### src/rtl/pc_seq_pkg.sv
// Shared types and constants for the program-counter / fetch sequencer.
package pc_seq_pkg;

  localparam int unsigned ADDR_W = 32;

  typedef enum logic [1:0] {
    ST_IDLE  = 2'd0,
    ST_RUN   = 2'd1,
    ST_DONE  = 2'd2,
    ST_FAULT = 2'd3
  } state_t;

  localparam logic [ADDR_W-1:0] DEFAULT_RESET_PC = 32'h0000_0000;
  localparam logic [1:0]        ALIGN_MASK       = 2'b11;

endpackage

### src/rtl/sat_counter.sv
// Up-counter that sticks at all-ones; synchronous clear has priority over increment.
module sat_counter #(
  parameter int unsigned WIDTH = 16
) (
  input  logic             clk,
  input  logic             rst,
  input  logic             clear,
  input  logic             inc,
  output logic [WIDTH-1:0] count
);

  always_ff @(posedge clk or posedge rst) begin
    if (rst) begin
      count <= '0;
    end else if (clear) begin
      count <= '0;
    end else if (inc && (count != '1)) begin
      count <= count + WIDTH'(1);
    end
  end

endmodule

### src/rtl/pc_sequencer.sv
// Program counter and run/stall/done/fault sequencing for the single-cycle core,
// with saturating cycle and retired-instruction counters.
module pc_sequencer
  import pc_seq_pkg::*;
#(
  parameter logic [ADDR_W-1:0] RESET_PC = DEFAULT_RESET_PC,
  parameter int unsigned       CNT_W    = 16
) (
  input  logic              clk,
  input  logic              rst,
  input  logic              start,
  input  logic              stall,
  input  logic [ADDR_W-1:0] end_addr,
  input  logic [ADDR_W-1:0] next_addr,
  output logic [ADDR_W-1:0] pc_addr,
  output logic              exec_valid,
  output logic              busy,
  output logic              done,
  output logic              fault,
  output logic [CNT_W-1:0]  cycle_count,
  output logic [CNT_W-1:0]  retired_count
);

  state_t state;
  logic   in_run;
  logic   at_end;
  logic   misaligned;
  logic   start_run;

  assign in_run     = (state == ST_RUN);
  assign at_end     = (pc_addr == end_addr);
  assign misaligned = ((next_addr[1:0] & ALIGN_MASK) != 2'b00);
  assign start_run  = start && !in_run;

  // End-of-program wins over stall, stall wins over a misaligned target.
  assign exec_valid = in_run && !at_end && !stall && !misaligned;

  always_ff @(posedge clk or posedge rst) begin
    if (rst) begin
      state   <= ST_IDLE;
      pc_addr <= RESET_PC;
      busy    <= 1'b0;
      done    <= 1'b0;
      fault   <= 1'b0;
    end else begin
      case (state)
        ST_RUN: begin
          if (at_end) begin
            state <= ST_DONE;
            busy  <= 1'b0;
            done  <= 1'b1;
          end else if (!stall && misaligned) begin
            // PC stays on the instruction that produced the bad target.
            state <= ST_FAULT;
            busy  <= 1'b0;
            fault <= 1'b1;
          end else if (!stall) begin
            pc_addr <= next_addr;
          end
        end
        ST_IDLE, ST_DONE, ST_FAULT: begin
          if (start) begin
            state   <= ST_RUN;
            pc_addr <= RESET_PC;
            busy    <= 1'b1;
            done    <= 1'b0;
            fault   <= 1'b0;
          end
        end
        default: begin
          state <= ST_IDLE;
          busy  <= 1'b0;
          done  <= 1'b0;
          fault <= 1'b0;
        end
      endcase
    end
  end

  sat_counter #(.WIDTH(CNT_W)) u_cycle_cnt (
    .clk   (clk),
    .rst   (rst),
    .clear (start_run),
    .inc   (in_run),
    .count (cycle_count)
  );

  sat_counter #(.WIDTH(CNT_W)) u_retired_cnt (
    .clk   (clk),
    .rst   (rst),
    .clear (start_run),
    .inc   (exec_valid),
    .count (retired_count)
  );

endmodule
### config.mk
export PLATFORM = sky130hd
export DESIGN_NAME = pc_sequencer
export DESIGN_NICKNAME = d
export VERILOG_FILES = /design/src/rtl/pc_seq_pkg.sv /design/src/rtl/sat_counter.sv /design/src/rtl/pc_sequencer.sv
export SDC_FILE = /design/constraint.sdc
export NUM_CORES = 1
export LEC_CHECK = 0
export ABC_AREA = 1
export CAP_MARGIN = 20
export CELL_PAD_IN_SITES_DETAIL_PLACEMENT = 1
export CELL_PAD_IN_SITES_GLOBAL_PLACEMENT = 2
export CORE_AREA = 2 2 143 145
export CTS_CLUSTER_SIZE = 28
export DETAILED_ROUTE_END_ITERATION = 16
export DIE_AREA = 0 0 145 147
export PLACE_DENSITY = 0.84
export REMOVE_ABC_BUFFERS = 1
export SLEW_MARGIN = 5
export SYNTH_ARGS = -nofsm -noshare
export SYNTH_HDL_FRONTEND = slang
export SYNTH_HIERARCHICAL = 1
export SYNTH_SLANG_ARGS = --single-unit
### constraint.sdc
create_clock -name clk -period 1.7 [get_ports clk]
set_clock_uncertainty 0.1 [all_clocks]
set_input_delay 0.34 -clock clk [delete_from_list [all_inputs] [get_ports clk]]
set_output_delay 0.34 -clock clk [all_outputs]
set_load 0.05 [all_outputs]
### Word level (Yosys, flattened, before mapping)

Index checks and enable logic that the tools add are counted.

* $add $sub $neg: 2
* equality and inequality tests: 13
* multiplexer cells: 23
* reduce and logical (&&, ||, !) cells: 20

Operator list (number)
* two-way mux 32 bit: 4
* two-way mux 16 bit: 4
* one-hot mux 32 bit (2 select lines): 1
* adder 16 x 1 -> 16 bit (second input constant): 2
* equality test 32 bit: 1
* != test 16 bit (second input constant): 2
* != test 2 bit (second input constant): 4
* logical AND 1 bit: 7
* two-way mux 1 bit: 7
* two-way mux 2 bit: 3
* one-hot mux 1 bit (2 select lines): 3
* nonzero test 2 bit: 3
* equality test 2 bit (second input constant): 2
* zero test 1 bit: 4
* != test 2 x 1 -> 1 bit (second input constant): 2
* one-hot mux 2 bit (2 select lines): 1
* AND reduction 2 bit: 2
* AND reduction 4 bit: 1
* != test 3 x 1 -> 1 bit (second input constant): 1
* AND reduction 3 bit: 1
* OR reduction 3 bit: 1
* equality test 2 x 1 -> 1 bit (second input constant): 1
* zero test 2 bit: 1

* register bits after elaboration: 69
* input bits: 68
* output and inout port bits: 68

### Logic depth before layout (Yosys ltp)

* word-level depth: 8
* depth in mapped cells: 17
* depth with buffers taken out: 17

### By module

The synthesis kept the hierarchy.

By module, submodules not included
* pc_sequencer: instances 1, cells an instance 336, area each 2289.7 um2, seq. area each 925.9 um2
* sat_counter: instances 2, cells an instance 159, area each 1083.5 um2, seq. area each 400.4 um2

### Worst setup path after synthesis

OpenSTA, ideal clock, no wires.

* path kind: register -> register
* start: reg pc_addr[19]
* end: reg u_retired_cnt.count[7]
* arrival time: 2.682 ns
* data required time: 1.534 ns
* slack: -1.149 ns
* cell stages (with the launch flop): 16
* buffers on the path: 1
* period minus slack after synthesis: 2.849 ns
* cells stage by stage: dfrtp_1 > inv_1 > nand2_1 > nand2_1 > nand2_1 > nor2_1 > nand2_1 > nor2_2 > nand2_1 > nand3_1 > nor2_1 > inv_1 > nor2_2 > buf_2 > nand4_1 > nand2_1

* cells in the longest elaborated chain, start to end: 7

Ends and longest elaborated chain
* start, declared: line pc_sequencer.sv:15 `output logic [ADDR_W-1:0] pc_addr,`
* start signal, assigned: line pc_sequencer.sv:58 `pc_addr <= next_addr;`
* equality test 32 bit: line pc_sequencer.sv:31 `assign at_end = (pc_addr == end_addr);`
* zero test 1 bit: line pc_sequencer.sv:36 `assign exec_valid = in_run && !at_end && !stall && !misaligned;`
* logical AND 1 bit (3 in series): line pc_sequencer.sv:36
* named net exec_valid: line pc_sequencer.sv:16 `output logic exec_valid,`
* logical AND 1 bit: line sat_counter.sv:17 `end else if (inc && (count != '1)) begin`
* nonzero test 2 bit (no source line)
* end signal, assigned: line sat_counter.sv:18 `count <= count + WIDTH'(1);`
* end, declared: line sat_counter.sv:9 `output logic [WIDTH-1:0] count`

The timed path passes the listed nets, and every way through them passes these cells.
A chain may end at the register's enable or synchronous reset.

### Final worst setup path

* start: in end_addr[31]
* end: out exec_valid

* cells in the longest elaborated chain, start to end: 5

Ends and longest elaborated chain
* start, declared: line pc_sequencer.sv:13 `input logic [ADDR_W-1:0] end_addr,`
* equality test 32 bit: line pc_sequencer.sv:31
* zero test 1 bit: line pc_sequencer.sv:36
* logical AND 1 bit (3 in series): line pc_sequencer.sv:36
* end, declared: line pc_sequencer.sv:16

No other way between the ends.

==> results.py <==
metrics = {
    "floorplanning": {
        "fp.coreArea_um2": 19800,
        "die_h_um": 147,
        "rows": 52,
        "start_util_pct": 22.5,
        "io_pins": 136,
        "die_width_um": 145,
        "die_area_um2": 21300,
    },
    "outcome": {
        "status": "finished with violations",
        "violations": "setup timing",
    },
    "grt": {
        "antenna_found_initial": 1,
        "track_usage_pct": 16.2,
        "grt_pass1_wl_um": 27700,
        "grt_max_degree": 38,
        "grt_pass1_vias": 5388,
        "grt-ovfl-total": 0,
    },
    "placed_design": {
        "place.gp.congestion": 0.771,
        "hpwl_um": 12500,
        "port_buffers": 135,
    },
    "yosys": {
        "synth-compound-area-share_pct": 1.40,
        "synth_area_leader_cell": "dfrtp_1",
        "synthSimpleGateAreaFrac_pct": 42.7,
        "synth_top_area_share_pct": 38.7,
        "synth_cell_type_count": 28,
        "yosysSeqAreaShare_pct": 38.7,
        "synth.top_cells.by_area": "dfrtp_1 39%, nand2_1 21%, inv_1 7.5%",
        "syn_avg_cell_area_um2": 6.81,
        "synth_adder_area_share_pct": 0.561,
        "ys_ff_latch": 69,
        "syn-cell-area_um2": 4460,
        "yosys_warnings": 6,
        "syn-instance-count": 654,
        "synth.area.mux_share_pct": 0,
        "synth-xor-area-share_pct": 5.70,
        "synth_top_family_by_area": "simple AND/OR/NAND/NOR gates",
    },
    "critical_path": {
        "cp-start-kind": "input port",
        "reg2reg_from": "pc_addr[31]",
        "arrival_ns": 1.87,
        "r2r_cells": 15,
        "required_ns": 1.26,
        "path_max_fanout": 2,
        "r2r-end": "fault",
        "cp-end-kind": "primary output",
        "critPathKind": "in -> out",
        "reg2reg_slack_ns": -0.45,
    },
    "detailed_routing": {
        "ant_nets": 0,
        "viasPerCell": 4.27,
        "num_vias": 4976,
        "drc": 0,
        "drt_pass1_iterations": 4,
        "drt-total-wl_um": 16800,
        "drt_iter0_markers": 155,
        "wire_per_inst_um": 14.4,
    },
    "clocking": {
        "root_buffer": "clkbuf_16",
        "cts_hold_buf": 0,
        "htreeDepth": 3,
        "cts_buffers": 9,
        "clock_sinks": 69,
        "clkLatencyLatePin_ns": 0.34,
        "clockBufferDepth": 2,
        "clk_pin_slew_ns": 0.06,
        "cts_tree": "built",
    },
    "finish": {
        "layout_common_cells": "245 x nand2_1, 94 x buf_4, 87 x inv_1, 75 x buf_12, 69 x dfrtp_1",
        "register_area_um2": 1730,
        "layout_commonest_cell": "nand2_1",
        "final_util_pct": 40.8,
        "nets": 960,
        "n_fill_cell": 2347,
        "drive_gt1_share_pct": 26.6,
        "syn2layout_area_growth_pct": 81.6,
        "multi_input_area_um2": 2340,
    },
    "power": {
        "pwr_density_cell_nw_per_um2": 1090,
        "power_w": 0.00883,
        "p_leak_nw": 4.11,
        "ir_drop_mv": 0.502,
    },
    "timing": {
        "report.final.slew_viol_count": 0,
        "hold_violations": 0,
        "setup_viol": 54,
        "maxSlewHeadroom_pct": 73.9,
        "worst_pin_slew_ns": 0.390,
        "fin_crit_sh_pct": 136,
        "period_minus_slack_ns": 2.31,
        "setup-tns-final_ns": -10.42,
        "fmax_ghz": 0.434,
        "fin_ws_ns": -0.605,
        "rsz0062_at_grt": "yes",
    },
    "job": {
        "cap_violations": 0,
    },
    "min_path": {
        "min_path_type": "in -> async",
    },
}
## layout make-up
class / instances / share of cell area [%]
Timing Repair Buffer: 246 / 37.2
Tap cell: 270 / 4.17
Sequential cell: 69 / 21.3
Clock inverter: 4 / 0.557
Multi-Input combinational cell: 468 / 28.9
Antenna cell: 1 / 0.0309
Inverter: 96 / 4.45
Clock buffer: 12 / 3.29
## timing repair
item / 4_1_cts / 5_1_grt
setup endpoints to repair: 53 / 70
setup buffers: 7 / 8
gates cloned: 1 / 0
gates resized for setup: 14 / 26
pin swaps: 8 / 9
## stage by stage
step / area (um^2) / cells / hold slack, ns / worst slack, ns
global placement: 7550 / 1139 / 0.381 / -0.793
detailed placement: 7550 / 1139 / 0.386 / -0.882
global route: 8090 / 1166 / 0.355 / -0.696
floorplan: 4330 / 633 / 0.154 / -1.50
finish: 8090 / 1166 / 0.339 / -0.605
CTS: 7990 / 1163 / 0.335 / -0.642
## Yosys cell counts
master      n
nor2_2      6
nor2_1     73
clkinv_1    3
nand2_1   249
o211a_1     1
buf_6       5
buf_1       3
xnor2_1    25
inv_1      89
nor2_8      2
inv_2       4
nand3_2     2
nand3_1    26
clkbuf_1    7
o211ai_1    1
a21oi_1     3
nand2_4     2
buf_2       6
nor3_1      2
o21ai_0     3
o21ai_1     3
ha_1        2
xor2_1      4
nor2_4      6
nand4_1    52
nand2_2     2
nand3b_1    4
dfrtp_1    69
## flip-flops by register name (all words and copies together), names as in the netlist
signal / count
state: 2
u_retired_cnt/count: 16
done: 1
busy: 1
pc_addr: 32
fault: 1
u_cycle_cnt/count: 16
## worst max path at each step
stage	from	endpoint	slack, ns	cells past startpoint
6_report	end_addr[31]	exec_valid	-0.61	11
2_1_floorplan	state[1]	pc_addr[0]	-1.50	6
5_1_grt	end_addr[26]	exec_valid	-0.70	11
4_1_cts	pc_addr[24]	exec_valid	-0.64	10
3_3_place_gp	end_addr[24]	u_retired_cnt/count[10]	-0.79	15
3_5_place_dp	end_addr[24]	u_retired_cnt/count[14]	-0.88	15
## logic make-up (layout without fill, tap and decap cells)
group | count (synthesis) | after routing
buffers and inverters | 117 | 358
adder cells (fa/ha/maj) | 2 | 2
XOR/XNOR | 29 | 29
flip-flops | 69 | 69
other | 0 | 1
AO/OA/AOI/OAI | 11 | 11
AND/OR/NAND/NOR | 426 | 426
## where the power goes
group / internal, W / switching (W)
Sequential: 0.00194 / 0.000243
Clock: 0.00125 / 0.000746
Combinational: 0.00223 / 0.00242
Total: 0.00542 / 0.00341
## metal layers
layer	global-route usage (%)	part of all wire [%]	vias to the layer above
li1	-	-	2499
met1	19.8	44	2375
met2	29.2	51	80
met3	2.76	2.8	22
met4	5.15	1.8	0
met5	0	0	-
## critical path, stage by stage
cell and delay, ns:
clkdlybuf4s50_1 0.49, xnor2_1 0.15, nand2_1 0.08, nor2_1 0.09, nand2_1 0.11, nor2_4 0.15
nand2_2 0.07, nand3_2 0.06, nor2_2 0.05, buf_6 0.13, buf_12 0.14
No activity file was read; power rests on OpenSTA's default activity.
